`src/rtl/score_keeper_if.sv`:
```
// rtl/score_keeper_if.sv - game-side signal bundle between the play controller and score_keeper
interface score_keeper_if;
    logic [2:0] state;
    logic       note_arrive;
    logic [1:0] note_lane;
    logic [1:0] dir;
    logic [3:0] score;
    logic [3:0] miss;
    logic [3:0] combo;
    logic       judge_valid;
    logic       judge_hit;

    modport master (
        output state, note_arrive, note_lane, dir,
        input  score, miss, combo, judge_valid, judge_hit
    );

    modport slave (
        input  state, note_arrive, note_lane, dir,
        output score, miss, combo, judge_valid, judge_hit
    );
endinterface

```
`src/rtl/score_keeper.sv`:
```
// rtl/score_keeper.sv - judges note catches in a timing window and keeps per-round hit/miss/combo counts
module score_keeper #(
    parameter int WINDOW    = 25_000_000,
    parameter int ROUND_LEN = 10
) (
    input  logic         clk,
    input  logic         rst,
    score_keeper_if.slave sk
);
    localparam int CNT_W = $clog2(WINDOW) + 1;

    typedef enum logic [2:0] {IDLE, WAIT_NOTE, JUDGE, RESULT, DONE} fsm_t;

    fsm_t             cur, nxt;
    logic             note_q;
    logic [1:0]       lane_q;
    logic [CNT_W-1:0] win_cnt;
    logic             hit_flag;
    logic             hit_res;
    logic             hit_q;
    logic [3:0]       score_q, miss_q, combo_q;

    logic playing, note_event, hit_now, win_end, round_full;
    logic clear_counts, start_judge, end_judge, commit;

    assign playing    = (sk.state == 3'b010);
    assign note_event = sk.note_arrive & ~note_q;
    assign hit_now    = hit_flag | (sk.dir == lane_q);
    assign win_end    = (win_cnt == CNT_W'(WINDOW - 1));
    // Round completion is judged on the totals as they will be after this commit.
    assign round_full = (({1'b0, score_q} + {1'b0, miss_q} + 5'd1) == 5'(ROUND_LEN));

    always_ff @(posedge clk or negedge rst) begin
        if (!rst) cur <= IDLE;
        else      cur <= nxt;
    end

    always_comb begin
        nxt          = cur;
        clear_counts = 1'b0;
        start_judge  = 1'b0;
        end_judge    = 1'b0;
        commit       = 1'b0;
        case (cur)
            IDLE: begin
                if (playing) begin
                    clear_counts = 1'b1;
                    nxt          = WAIT_NOTE;
                end
            end
            WAIT_NOTE: begin
                if (!playing) nxt = IDLE;
                else if (note_event) begin
                    start_judge = 1'b1;
                    nxt         = JUDGE;
                end
            end
            JUDGE: begin
                if (!playing) nxt = IDLE;
                else if (hit_now || win_end) begin
                    end_judge = 1'b1;
                    nxt       = RESULT;
                end
            end
            RESULT: begin
                if (!playing) nxt = IDLE;
                else begin
                    commit = 1'b1;
                    nxt    = round_full ? DONE : WAIT_NOTE;
                end
            end
            DONE: begin
                if (!playing) nxt = IDLE;
            end
            default: nxt = IDLE;
        endcase
    end

    always_ff @(posedge clk or negedge rst) begin
        if (!rst) begin
            note_q   <= 1'b0;
            lane_q   <= 2'd0;
            win_cnt  <= '0;
            hit_flag <= 1'b0;
            hit_res  <= 1'b0;
            hit_q    <= 1'b0;
            score_q  <= 4'd0;
            miss_q   <= 4'd0;
            combo_q  <= 4'd0;
        end else begin
            note_q <= sk.note_arrive;
            if (start_judge) begin
                lane_q   <= sk.note_lane;
                win_cnt  <= '0;
                hit_flag <= 1'b0;
            end else if (cur == JUDGE) begin
                win_cnt <= win_cnt + CNT_W'(1);
                if (sk.dir == lane_q) hit_flag <= 1'b1;
            end
            if (end_judge) hit_res <= hit_now;
            if (clear_counts) begin
                score_q <= 4'd0;
                miss_q  <= 4'd0;
                combo_q <= 4'd0;
            end else if (commit) begin
                hit_q <= hit_res;
                if (hit_res) begin
                    score_q <= score_q + 4'd1;
                    if (combo_q != 4'hF) combo_q <= combo_q + 4'd1;
                end else begin
                    miss_q  <= miss_q + 4'd1;
                    combo_q <= 4'd0;
                end
            end
        end
    end

    // judge_hit shows the fresh result during the pulse, then the committed one.
    assign sk.judge_valid = commit;
    assign sk.judge_hit   = commit ? hit_res : hit_q;
    assign sk.score       = score_q;
    assign sk.miss        = miss_q;
    assign sk.combo       = combo_q;
endmodule

```
`src/flat_wrapper.sv`:
```
// flat-port wrapper written by rule: the top's interface ports become plain ports
module score_keeper_flat 
#(
    parameter int WINDOW    = 25_000_000,
    parameter int ROUND_LEN = 10
)
  (clk, rst, sk_state, sk_note_arrive, sk_note_lane, sk_dir, sk_score, sk_miss, sk_combo, sk_judge_valid, sk_judge_hit);
  score_keeper_if sk_i ();
  input  logic clk;
  input  logic rst;
  input wire logic [$bits(sk_i.state)-1:0] sk_state;
  input wire logic [$bits(sk_i.note_arrive)-1:0] sk_note_arrive;
  input wire logic [$bits(sk_i.note_lane)-1:0] sk_note_lane;
  input wire logic [$bits(sk_i.dir)-1:0] sk_dir;
  output wire logic [$bits(sk_i.score)-1:0] sk_score;
  output wire logic [$bits(sk_i.miss)-1:0] sk_miss;
  output wire logic [$bits(sk_i.combo)-1:0] sk_combo;
  output wire logic [$bits(sk_i.judge_valid)-1:0] sk_judge_valid;
  output wire logic [$bits(sk_i.judge_hit)-1:0] sk_judge_hit;
  assign sk_i.state = sk_state;
  assign sk_i.note_arrive = sk_note_arrive;
  assign sk_i.note_lane = sk_note_lane;
  assign sk_i.dir = sk_dir;
  assign sk_score = sk_i.score;
  assign sk_miss = sk_i.miss;
  assign sk_combo = sk_i.combo;
  assign sk_judge_valid = sk_i.judge_valid;
  assign sk_judge_hit = sk_i.judge_hit;
  score_keeper #(.WINDOW(WINDOW), .ROUND_LEN(ROUND_LEN)) u_core (.clk(clk), .rst(rst), .sk(sk_i));
endmodule
```
`config.mk`:
```
export PLATFORM = sky130hd
export DESIGN_NAME = score_keeper_flat
export DESIGN_NICKNAME = d
export VERILOG_FILES = /design/src/rtl/score_keeper_if.sv /design/src/rtl/score_keeper.sv /design/src/flat_wrapper.sv
export SDC_FILE = /design/constraint.sdc
export NUM_CORES = 1
export LEC_CHECK = 0
export ABC_AREA = 1
export BUFFER_PORTS_ARGS = -buffer_cell sky130_fd_sc_hd__buf_2
export CAP_MARGIN = 10
export CORE_AREA = 2 2 84 70
export CTS_CLUSTER_SIZE = 24
export DETAILED_ROUTE_END_ITERATION = 10
export DIE_AREA = 0 0 86 72
export GPL_ROUTABILITY_DRIVEN = 0
export PLACE_DENSITY = 0.72
export SETUP_SLACK_MARGIN = 0.1
export SYNTH_ARGS = -nofsm -noshare
export SYNTH_HDL_FRONTEND = slang
export SYNTH_SLANG_ARGS = --single-unit
```
`constraint.sdc`:
```
create_clock -name clk -period 3.02 [get_ports clk]
set_clock_uncertainty 0.1 [all_clocks]
set_input_delay 0.302 -clock clk [delete_from_list [all_inputs] [get_ports clk]]
set_output_delay 0.302 -clock clk [all_outputs]
set_load 0.1 [all_outputs]
```
; ---- Yosys cells after proc, flatten, opt, wreduce, memory -nomap -nowiden
; Index checks and enable logic that the tools add are counted.
; Widths: inputs -> output; s select.
[word_totals]
regBits = 47
in_bits = 10
[op_classes]
n_reduce_logical = 11
bitwise_logic = 3
addsub = 6
n_eq_ne = 15
mux = 34
[ops]
columns = op, n
row1 = $mux 26, 2
row2 = $mux 4, 10
row3 = $add 26x1->26 const B, 1
row4 = $eq 26x25->1 const B, 1
row5 = $mux 3, 8
row6 = $pmux 3 s5, 1
row7 = $mux 1, 13
row8 = $add 4x1->4 const B, 3
row9 = $eq 3x2->1 const B, 3
row10 = $ne 3x3->1 const B, 3
row11 = $reduce_and 2->1, 4
row12 = $reduce_bool 2->1, 4
row13 = $add 4x4->5, 1
row14 = $add 5x1->5 const B, 1
row15 = $eq 5x4->1 const B, 1
row16 = $ne 2x2->1 const B, 2
row17 = $ne 4x4->1 const B, 1
row18 = $reduce_and 4->1, 1
row19 = $eq 3x1->1 const B, 1
row20 = $eq 3x3->1 const B, 1
row21 = $logic_not 3->1, 1
row22 = $eq 2x2->1, 1
row23 = $ne 2x1->1 const B, 1
row24 = $and 1x1->1, 1
row25 = 3 further kinds, 3

; ---- Logic depth before layout (Yosys ltp)
; Gate-level depths: netlist of the first run.
[depth]
word_depth = 7
mapped_depth = 11
mapped_depth_nobuf = 11

; ---- Least setup slack after synthesis of the first run
; No wires, ideal clock.
[synth_timing]
path_kind = input to output
from = in sk_state[2]
to = out sk_judge_hit
setup_slack_ns = 0.416
t_required_ns = 2.618
arrival_ns = 2.202
path_stages = 7
cell_sequence = inv_1 -> nand3_2 -> nor2_1 -> nand2_1 -> inv_1 -> nand2_1 -> nand2_1
[synth_between]
elab_chain_len = 4
[synth_rtl]
columns = item, line_no
row1 = from (decl), flat_wrapper.sv:11  ; input wire logic [$bits(sk_i.state)-1:0] sk_state;
row2 = $eq 3x2->1, score_keeper.sv:26  ; assign playing = (sk.state == 3'b010);
row3 = $mux 1, score_keeper.sv:66  ; if (!playing) nxt = IDLE;
row4 = $mux 1, score_keeper.sv:44  ; case (cur)
row5 = via sk_judge_valid, flat_wrapper.sv:18  ; output wire logic [$bits(sk_i.judge_valid)-1:0] sk_judge_valid;
row6 = $mux 1, score_keeper.sv:120  ; assign sk.judge_hit = commit ? hit_res : hit_q;
row7 = to (decl), flat_wrapper.sv:19  ; output wire logic [$bits(sk_i.judge_hit)-1:0] sk_judge_hit;
; The timed path passes the listed nets, and every way through them passes these cells.

; ---- Final worst setup path of the first run
[layout_timing]
from = reg u_core.cur[2]
to = out sk_judge_hit
[layout_between]
elab_chain_len = 3
[layout_rtl]
columns = item, line_no
row1 = from (decl), score_keeper.sv:14  ; fsm_t cur, nxt;
row2 = from (signal assigned), score_keeper.sv:35  ; else cur <= nxt;
row3 = $eq 3x2->1, score_keeper.sv:44
row4 = $mux 1, score_keeper.sv:44
row5 = $mux 1, score_keeper.sv:120
; No other way between the ends.

==> impl_metrics.prom, run 1 <==
# TYPE chip_impl_metric gauge
chip_impl_metric{name="synth.avg_cell_area",unit="um^2"} 7.36
chip_impl_metric{name="critPathArrivalTime",unit="ps"} 1800
chip_impl_metric{name="drc_errors",unit=""} 0
chip_impl_info{name="hold_path.startpoint",value="sk_note_arrive"} 1
chip_impl_metric{name="count_of_flip_flops_with_a_built_in_enable_after_synthesis",unit=""} 0
chip_impl_metric{name="fp.dieArea",unit="um^2"} 6190
chip_impl_info{name="start_point_of_the_critical_path",value="u_core.cur[2]"} 1
chip_impl_metric{name="drt_pass_1_iters",unit=""} 4
chip_impl_metric{name="core-area",unit="um^2"} 5320
chip_impl_metric{name="grt_first_pass_wirelength",unit="um"} 10900
chip_impl_metric{name="initialDrtViolationCount",unit=""} 185
chip_impl_metric{name="yosysWarnings",unit=""} 0
chip_impl_metric{name="clock.fmax",unit="MHz"} 454
chip_impl_metric{name="die_w",unit="um"} 86
chip_impl_info{name="outcome",value="finished, final reports clean"} 1
chip_impl_metric{name="wl",unit="um"} 6230
chip_impl_metric{name="sequential_area",unit="um^2"} 1180
chip_impl_metric{name="final.min_clock_period",unit="ps"} 2200
chip_impl_metric{name="yosysUniqueCellTypes",unit=""} 31
chip_impl_metric{name="number_of_cell_rows",unit=""} 24
chip_impl_metric{name="htreeDepth",unit=""} 2
chip_impl_metric{name="critical_path.max_fanout",unit=""} 6
chip_impl_metric{name="synth_cells",unit=""} 385
chip_impl_metric{name="detail_route.vias_per_cell",unit=""} 5.14
chip_impl_info{name="worst_hold_path_type",value="input port to flip-flop"} 1
chip_impl_metric{name="relSlewSlack",unit=""} 0.293
chip_impl_metric{name="num_io_pins",unit=""} 24
chip_impl_metric{name="first_global_vias",unit=""} 2327
chip_impl_info{name="postSynth.topFlopCell",value="dfrtp_1"} 1
chip_impl_metric{name="finalSetupViolations",unit=""} 0
chip_impl_metric{name="p_per_area",unit="nW/um^2"} 596
chip_impl_info{name="cts_tree",value="done"} 1
chip_impl_metric{name="worst_margin_slew",unit="ps"} 1060
chip_impl_metric{name="cts_sinks",unit=""} 47
chip_impl_info{name="end_kind",value="output port"} 1
chip_impl_metric{name="cts_resized",unit=""} 0
chip_impl_metric{name="fin_setup_tns",unit="ps"} 0
chip_impl_metric{name="dp_hpwl",unit="um"} 4690
chip_impl_metric{name="postCtsSetupBuffers",unit=""} 0
chip_impl_metric{name="drv_cap",unit=""} 0
chip_impl_metric{name="route.antenna.remaining_nets",unit=""} 0
chip_impl_metric{name="globalRouteOverflowTotal",unit=""} 0
chip_impl_metric{name="peakVddDrop",unit="mV"} 0.343
chip_impl_metric{name="multi_input_combinational_cell_area",unit="um^2"} 1440
chip_impl_metric{name="power",unit="uW"} 1850
chip_impl_metric{name="ys_seq_elements",unit=""} 47
chip_impl_info{name="rsz_0062_raised_after_global_routing",value="false"} 1
chip_impl_info{name="final_common_cell",value="nand2_1"} 1
chip_impl_metric{name="timing.final.max_slew_violations",unit=""} 0
chip_impl_info{name="timing.setup.critical_path_class",value="flip-flop to output port"} 1
chip_impl_metric{name="worstSkewPairLatency",unit="ps"} 300
chip_impl_metric{name="port_buffers",unit=""} 23
chip_impl_info{name="cp-start-kind",value="flip-flop"} 1
chip_impl_info{name="worstReg2RegStart",value="u_core.cur[1]"} 1
chip_impl_metric{name="worst_path_required",unit="ps"} 2620
chip_impl_metric{name="synthArstFlopShare",unit=""} 1.00
chip_impl_metric{name="initial_antenna_violation_count",unit=""} 0
chip_impl_metric{name="area_growth",unit="%"} 9.44
chip_impl_info{name="most-common-layout-cells",value="nand2_1, nor2_1, inv_1"} 1
chip_impl_metric{name="detail_route.wl_per_cell",unit="um"} 13.0
chip_impl_info{name="clk_root_buffer_cell",value="clkbuf_8"} 1
chip_impl_metric{name="grt_start_max_net_pins",unit=""} 48
chip_impl_metric{name="power.static_leakage",unit="uW"} 0.00159
chip_impl_metric{name="final_nets",unit=""} 431
chip_impl_metric{name="via_count",unit=""} 2463
chip_impl_metric{name="layout_worst_path_cycle_share",unit=""} 0.729
chip_impl_metric{name="finalHoldViolations",unit=""} 0
chip_impl_metric{name="post_synth_instance_area",unit="um^2"} 2840
chip_impl_metric{name="synth-seq-area-share",unit=""} 0.415
chip_impl_metric{name="num-fill-cells",unit=""} 501
chip_impl_metric{name="grt_util_all_layers",unit=""} 0.220
chip_impl_metric{name="diodes",unit=""} 0
chip_impl_metric{name="cts_made_buffers",unit=""} 5
chip_impl_metric{name="layout-drive-gt1-share",unit=""} 0.140
chip_impl_metric{name="clk_buf_depth",unit=""} 2
chip_impl_metric{name="clk_pin_slew",unit="ps"} 90
chip_impl_metric{name="initial_core_utilization",unit=""} 0.533
chip_impl_metric{name="die_height",unit="um"} 72
chip_impl_metric{name="holdBufCountCts",unit=""} 0
chip_impl_metric{name="postLayoutCoreUtil",unit=""} 0.584
chip_impl_metric{name="synth_nets",unit=""} 403
==> area by class of cell <==
cell class,count,area share
Clock buffer,7,0.0246
Clock inverter,1,0.00161
Inverter,54,0.0661
Multi-Input combinational cell,282,0.465
Sequential cell,47,0.379
Tap cell,65,0.0262
Timing Repair Buffer,23,0.0371
==> per-layer routing <==
metal	GRT usage	part of all wire
met5	0	0
met4	0.0600	0.010
met3	0.0489	0.039
met2	0.317	0.42
met1	0.335	0.53
==> state kept, by name (all words and copies together) (netlist names), 2 cells and up <==
name / cells
u_core.sk.miss: 4
u_core.sk.combo: 4
u_core.win_cnt: 26
u_core.cur: 3
u_core.sk.score: 4
u_core.lane_q: 2
==> worst max-delay path, cell delays in order (launching register included) <==
cell and delay (ps):
dfrtp_1 450, nor2_1 150, nand2_1 130, inv_1 180, nand2_1 100, nand2_1 60, buf_2 410
==> path summary, 6_finish.rpt <==
kind,slack (ps),end,cells past startpoint
worst max-delay path,820,sk_judge_hit,6
worst min-delay path,10,u_core.note_q,1
worst max register to register,1100,u_core.win_cnt[21],9
worst min register to register,400,u_core.hit_q,2
max in group asynchronous,2090,u_core.win_cnt[0],1
min in group asynchronous,90,u_core.win_cnt[10],1
==> metrics by stage <==
step	setup WS [ps]	instances	area, um^2	hold slack [ps]
3_3_place_gp	1070	471	3020	329
2_1_floorplan	416	385	2840	-93.6
5_1_grt	696	479	3100	5.11
3_5_place_dp	1040	471	3020	331
4_1_cts	835	479	3100	18.5
6_report	817	479	3100	14.5
==> synth_stat cells, types with 2 or more instances <==
cell,n,area (um^2)
a21oi_1,12,60.1
buf_2,2,10.0
dfrtp_1,47,1180
ha_1,8,100
inv_1,50,188
inv_2,3,11.3
nand2_1,92,345
nand2_2,3,18.8
nand2_4,3,33.8
nand3_1,28,140
nand3_2,4,40.0
nand4_1,7,43.8
nor2_1,59,221
nor2_2,7,43.8
nor2_4,2,22.5
nor3_1,9,45.0
o21ai_0,20,100
o21ai_1,8,40.0
o21ai_2,2,17.5
xnor2_1,3,26.3
xor2_1,6,52.6
==> where the power goes <==
part | internal, uW | leakage [uW] | switching, uW
Clock | 163 | 0.0000422 | 217
Combinational | 162 | 0.000917 | 497
Sequential | 712 | 0.000636 | 97.7
Total | 1040 | 0.00159 | 812
==> kinds of logic (layout without fill, tap and decap cells) <==
group | after synthesis | after routing | share of synthesized area
xor+xnor | 9 | 9 | 0.0278
simple gates | 220 | 220 | 0.361
fa+ha+maj | 8 | 8 | 0.0353
compound gates | 45 | 45 | 0.0847
flops | 47 | 47 | 0.415
buf+inv | 56 | 85 | 0.0759
Note: power is estimated with default switching activity, not from simulation.
==> run 2: changes to the inputs <==
Settings changed: CORE_AREA 2 2 84 70 to 2 2 85 70, DIE_AREA 0 0 86 72 to 0 0 87 72, PLACE_DENSITY 0.72 to 0.74.
Clock period 3.02 ns to 2 ns, I/O delays scaled along.
==> impl_metrics.prom, run 2 (same netlist as run 1, synthesis figures left out) <==
# TYPE chip_impl_metric gauge
chip_impl_info{name="outcome",value="finished, final reports clean"} 1
chip_impl_metric{name="regToRegSetupSlack",unit="ps"} 380
chip_impl_metric{name="drc_errors",unit=""} 0
chip_impl_metric{name="die_height",unit="um"} 72
chip_impl_info{name="cp-start-kind",value="flip-flop"} 1
chip_impl_info{name="max_flop_register",value="u_core.win_cnt"} 1
chip_impl_metric{name="detail_route.wl_per_cell",unit="um"} 12.9
chip_impl_metric{name="fp.dieArea",unit="um^2"} 6260
chip_impl_metric{name="drt_pass_1_iters",unit=""} 4
chip_impl_metric{name="timing.final.max_slew_violations",unit=""} 0
chip_impl_metric{name="htreeDepth",unit=""} 2
chip_impl_metric{name="num_io_pins",unit=""} 24
chip_impl_metric{name="wl",unit="um"} 6260
chip_impl_metric{name="worst_margin_slew",unit="ps"} 494
chip_impl_metric{name="p_per_area",unit="nW/um^2"} 909
chip_impl_metric{name="area_growth",unit="%"} 14.7
chip_impl_info{name="start_point_of_the_critical_path",value="u_core.cur[2]"} 1
chip_impl_info{name="final_common_cell",value="nand2_1"} 1
chip_impl_info{name="cts_tree",value="done"} 1
chip_impl_metric{name="power.static_leakage",unit="uW"} 0.00162
chip_impl_info{name="most-common-layout-cells",value="nand2_1, nor2_1, inv_1"} 1
chip_impl_metric{name="first_global_vias",unit=""} 2452
chip_impl_metric{name="initial_antenna_violation_count",unit=""} 0
chip_impl_metric{name="cts_made_buffers",unit=""} 5
chip_impl_metric{name="largest_register_ffs",unit=""} 26
chip_impl_metric{name="relSlewSlack",unit=""} 0.673
chip_impl_metric{name="r2r.worst_path.cells",unit=""} 8
chip_impl_metric{name="layout-drive-gt1-share",unit=""} 0.186
chip_impl_metric{name="critical_path.max_fanout",unit=""} 6
chip_impl_metric{name="netSwitchingFraction",unit=""} 0.410
chip_impl_info{name="clk_root_buffer_cell",value="clkbuf_8"} 1
chip_impl_metric{name="via_count",unit=""} 2471
chip_impl_metric{name="peakVddDrop",unit="mV"} 0.386
chip_impl_metric{name="finalHoldViolations",unit=""} 0
chip_impl_metric{name="route.antenna.remaining_nets",unit=""} 0
chip_impl_metric{name="die_w",unit="um"} 87
chip_impl_metric{name="seqPwrFrac",unit=""} 0.415
chip_impl_metric{name="fin_setup_tns",unit="ps"} 0
chip_impl_metric{name="grt_first_pass_wirelength",unit="um"} 11100
chip_impl_metric{name="fin_area",unit="um^2"} 3250
chip_impl_info{name="crit_path_end",value="sk_judge_hit"} 1
chip_impl_metric{name="clock.fmax",unit="MHz"} 548
chip_impl_metric{name="cts_sinks",unit=""} 47
chip_impl_metric{name="worst_path_required",unit="ps"} 1700
chip_impl_metric{name="intPower",unit="uW"} 1740
chip_impl_info{name="rsz_0062_raised_after_global_routing",value="false"} 1
chip_impl_metric{name="grt_start_max_net_pins",unit=""} 48
chip_impl_metric{name="core-area",unit="um^2"} 5380
chip_impl_metric{name="initial_core_utilization",unit=""} 0.527
chip_impl_metric{name="initialDrtViolationCount",unit=""} 206
chip_impl_info{name="worst_hold_path_type",value="input port to flip-flop"} 1
chip_impl_metric{name="final.min_clock_period",unit="ps"} 1830
chip_impl_info{name="regToRegEndpoint",value="u_core.win_cnt[21]"} 1
chip_impl_metric{name="pwr-share-comb",unit=""} 0.335
chip_impl_metric{name="grt_util_all_layers",unit=""} 0.223
chip_impl_metric{name="placedInstanceArea",unit="um^2"} 3100
chip_impl_info{name="end_kind",value="output port"} 1
chip_impl_metric{name="critPathArrivalTime",unit="ps"} 1530
chip_impl_metric{name="worstSkewPairLatency",unit="ps"} 310
chip_impl_metric{name="layout_worst_path_cycle_share",unit=""} 0.913
chip_impl_metric{name="port_buffers",unit=""} 23
chip_impl_metric{name="clk_pin_slew",unit="ps"} 90
chip_impl_metric{name="clk_buf_depth",unit=""} 2
chip_impl_metric{name="globalRouteOverflowTotal",unit=""} 0
chip_impl_metric{name="dp_hpwl",unit="um"} 4620
chip_impl_metric{name="detail_route.vias_per_cell",unit=""} 5.09
chip_impl_metric{name="final_nets",unit=""} 437
chip_impl_metric{name="drv_cap",unit=""} 0
chip_impl_info{name="worstReg2RegStart",value="u_core.cur[1]"} 1
chip_impl_metric{name="finalSetupViolations",unit=""} 0
chip_impl_metric{name="pwr-share-clk",unit=""} 0.250
chip_impl_metric{name="netSwitchingPower",unit="uW"} 1210
chip_impl_metric{name="num-fill-cells",unit=""} 470
chip_impl_info{name="timing.setup.critical_path_class",value="flip-flop to output port"} 1
chip_impl_metric{name="postCtsSetupBuffers",unit=""} 0
chip_impl_metric{name="diodes",unit=""} 0
chip_impl_metric{name="number_of_cell_rows",unit=""} 24
==> run 2: cell count changes in the layout (fill, tap and decap cells not counted), sizes merged <==
cell         delta
clkinvlp        +1
bufinv          +1
dlygate4sd3     +3
inv             -1
buf             +3
clkbuf          -1
==> run 2: power by group through the flow <==
| stage | logic (uW) | clock network, uW | registers, uW |
|---|---|---|---|
| floorplan | 426 | 0 | 1600 |
| global placement | 973 | 0 | 1240 |
| detailed placement | 986 | 0 | 1250 |
| CTS | 995 | 757 | 1230 |
| global route | 1090 | 775 | 1250 |
| finish | 992 | 739 | 1230 |
==> run 2: what timing repair did <==
| action | 4_1_cts | 5_1_grt |
|---|---|---|
| hold buffers | 3 | 0 |
| endpoints found under the hold margin | 49 | 0 |
| endpoints found under the setup margin | 2 | 1 |
| cloned | 0 | 0 |
| gates resized for setup | 2 | 2 |
==> run 2: worst max-delay path, stage by stage (launching register included) <==
cell and delay [ps]:
dfrtp_1 460, nor2_2 180, nand2_2 120, clkinvlp_4 140, nand2_2 80, nand2_4 80
buf_12 170
==> run 2: worst min-delay path by stage <==
stage | slack (ps) | startpoint | cells after the start | to
global route | 30 | sk_note_lane[0] | 3 | u_core.lane_q[0]
CTS | 20 | sk_note_lane[0] | 3 | u_core.lane_q[0]
global placement | 100 | rst | 2 | u_core.win_cnt[13]
finish | 20 | sk_note_lane[0] | 3 | u_core.lane_q[0]
detailed placement | 110 | rst | 2 | u_core.win_cnt[14]
floorplan | -200 | rst | 0 | u_core.cur[0]
==> run 2: layout make-up <==
type	instances	area (um^2)	area share
Inverter	54	209	0.0642
Clock inverter	2	35.0	0.0108
Multi-Input combinational cell	282	1460	0.448
Clock buffer	6	82.6	0.0254
Timing Repair Buffer	29	198	0.0608
Sequential cell	47	1190	0.365
Tap cell	65	81.3	0.0250
==> run 2: layer usage <==
layer / wire, um / track usage
met5: 0 / 0
met4: 81 / 0.0694
met3: 217 / 0.0375
met2: 2620 / 0.321
met1: 3340 / 0.342
==> run 2: metrics by stage <==
step	hold slack, ps	total power (uW)	setup WS [ps]	cells	util
final	20.4	2960	174	485	0.605
after global routing	28.2	3120	104	485	0.605
after CTS	22.1	2980	148	485	0.604
after detailed placement	105	2230	313	474	0.576
after global placement	104	2210	378	474	0.576
after floorplan	-196	2030	31.3	385	-
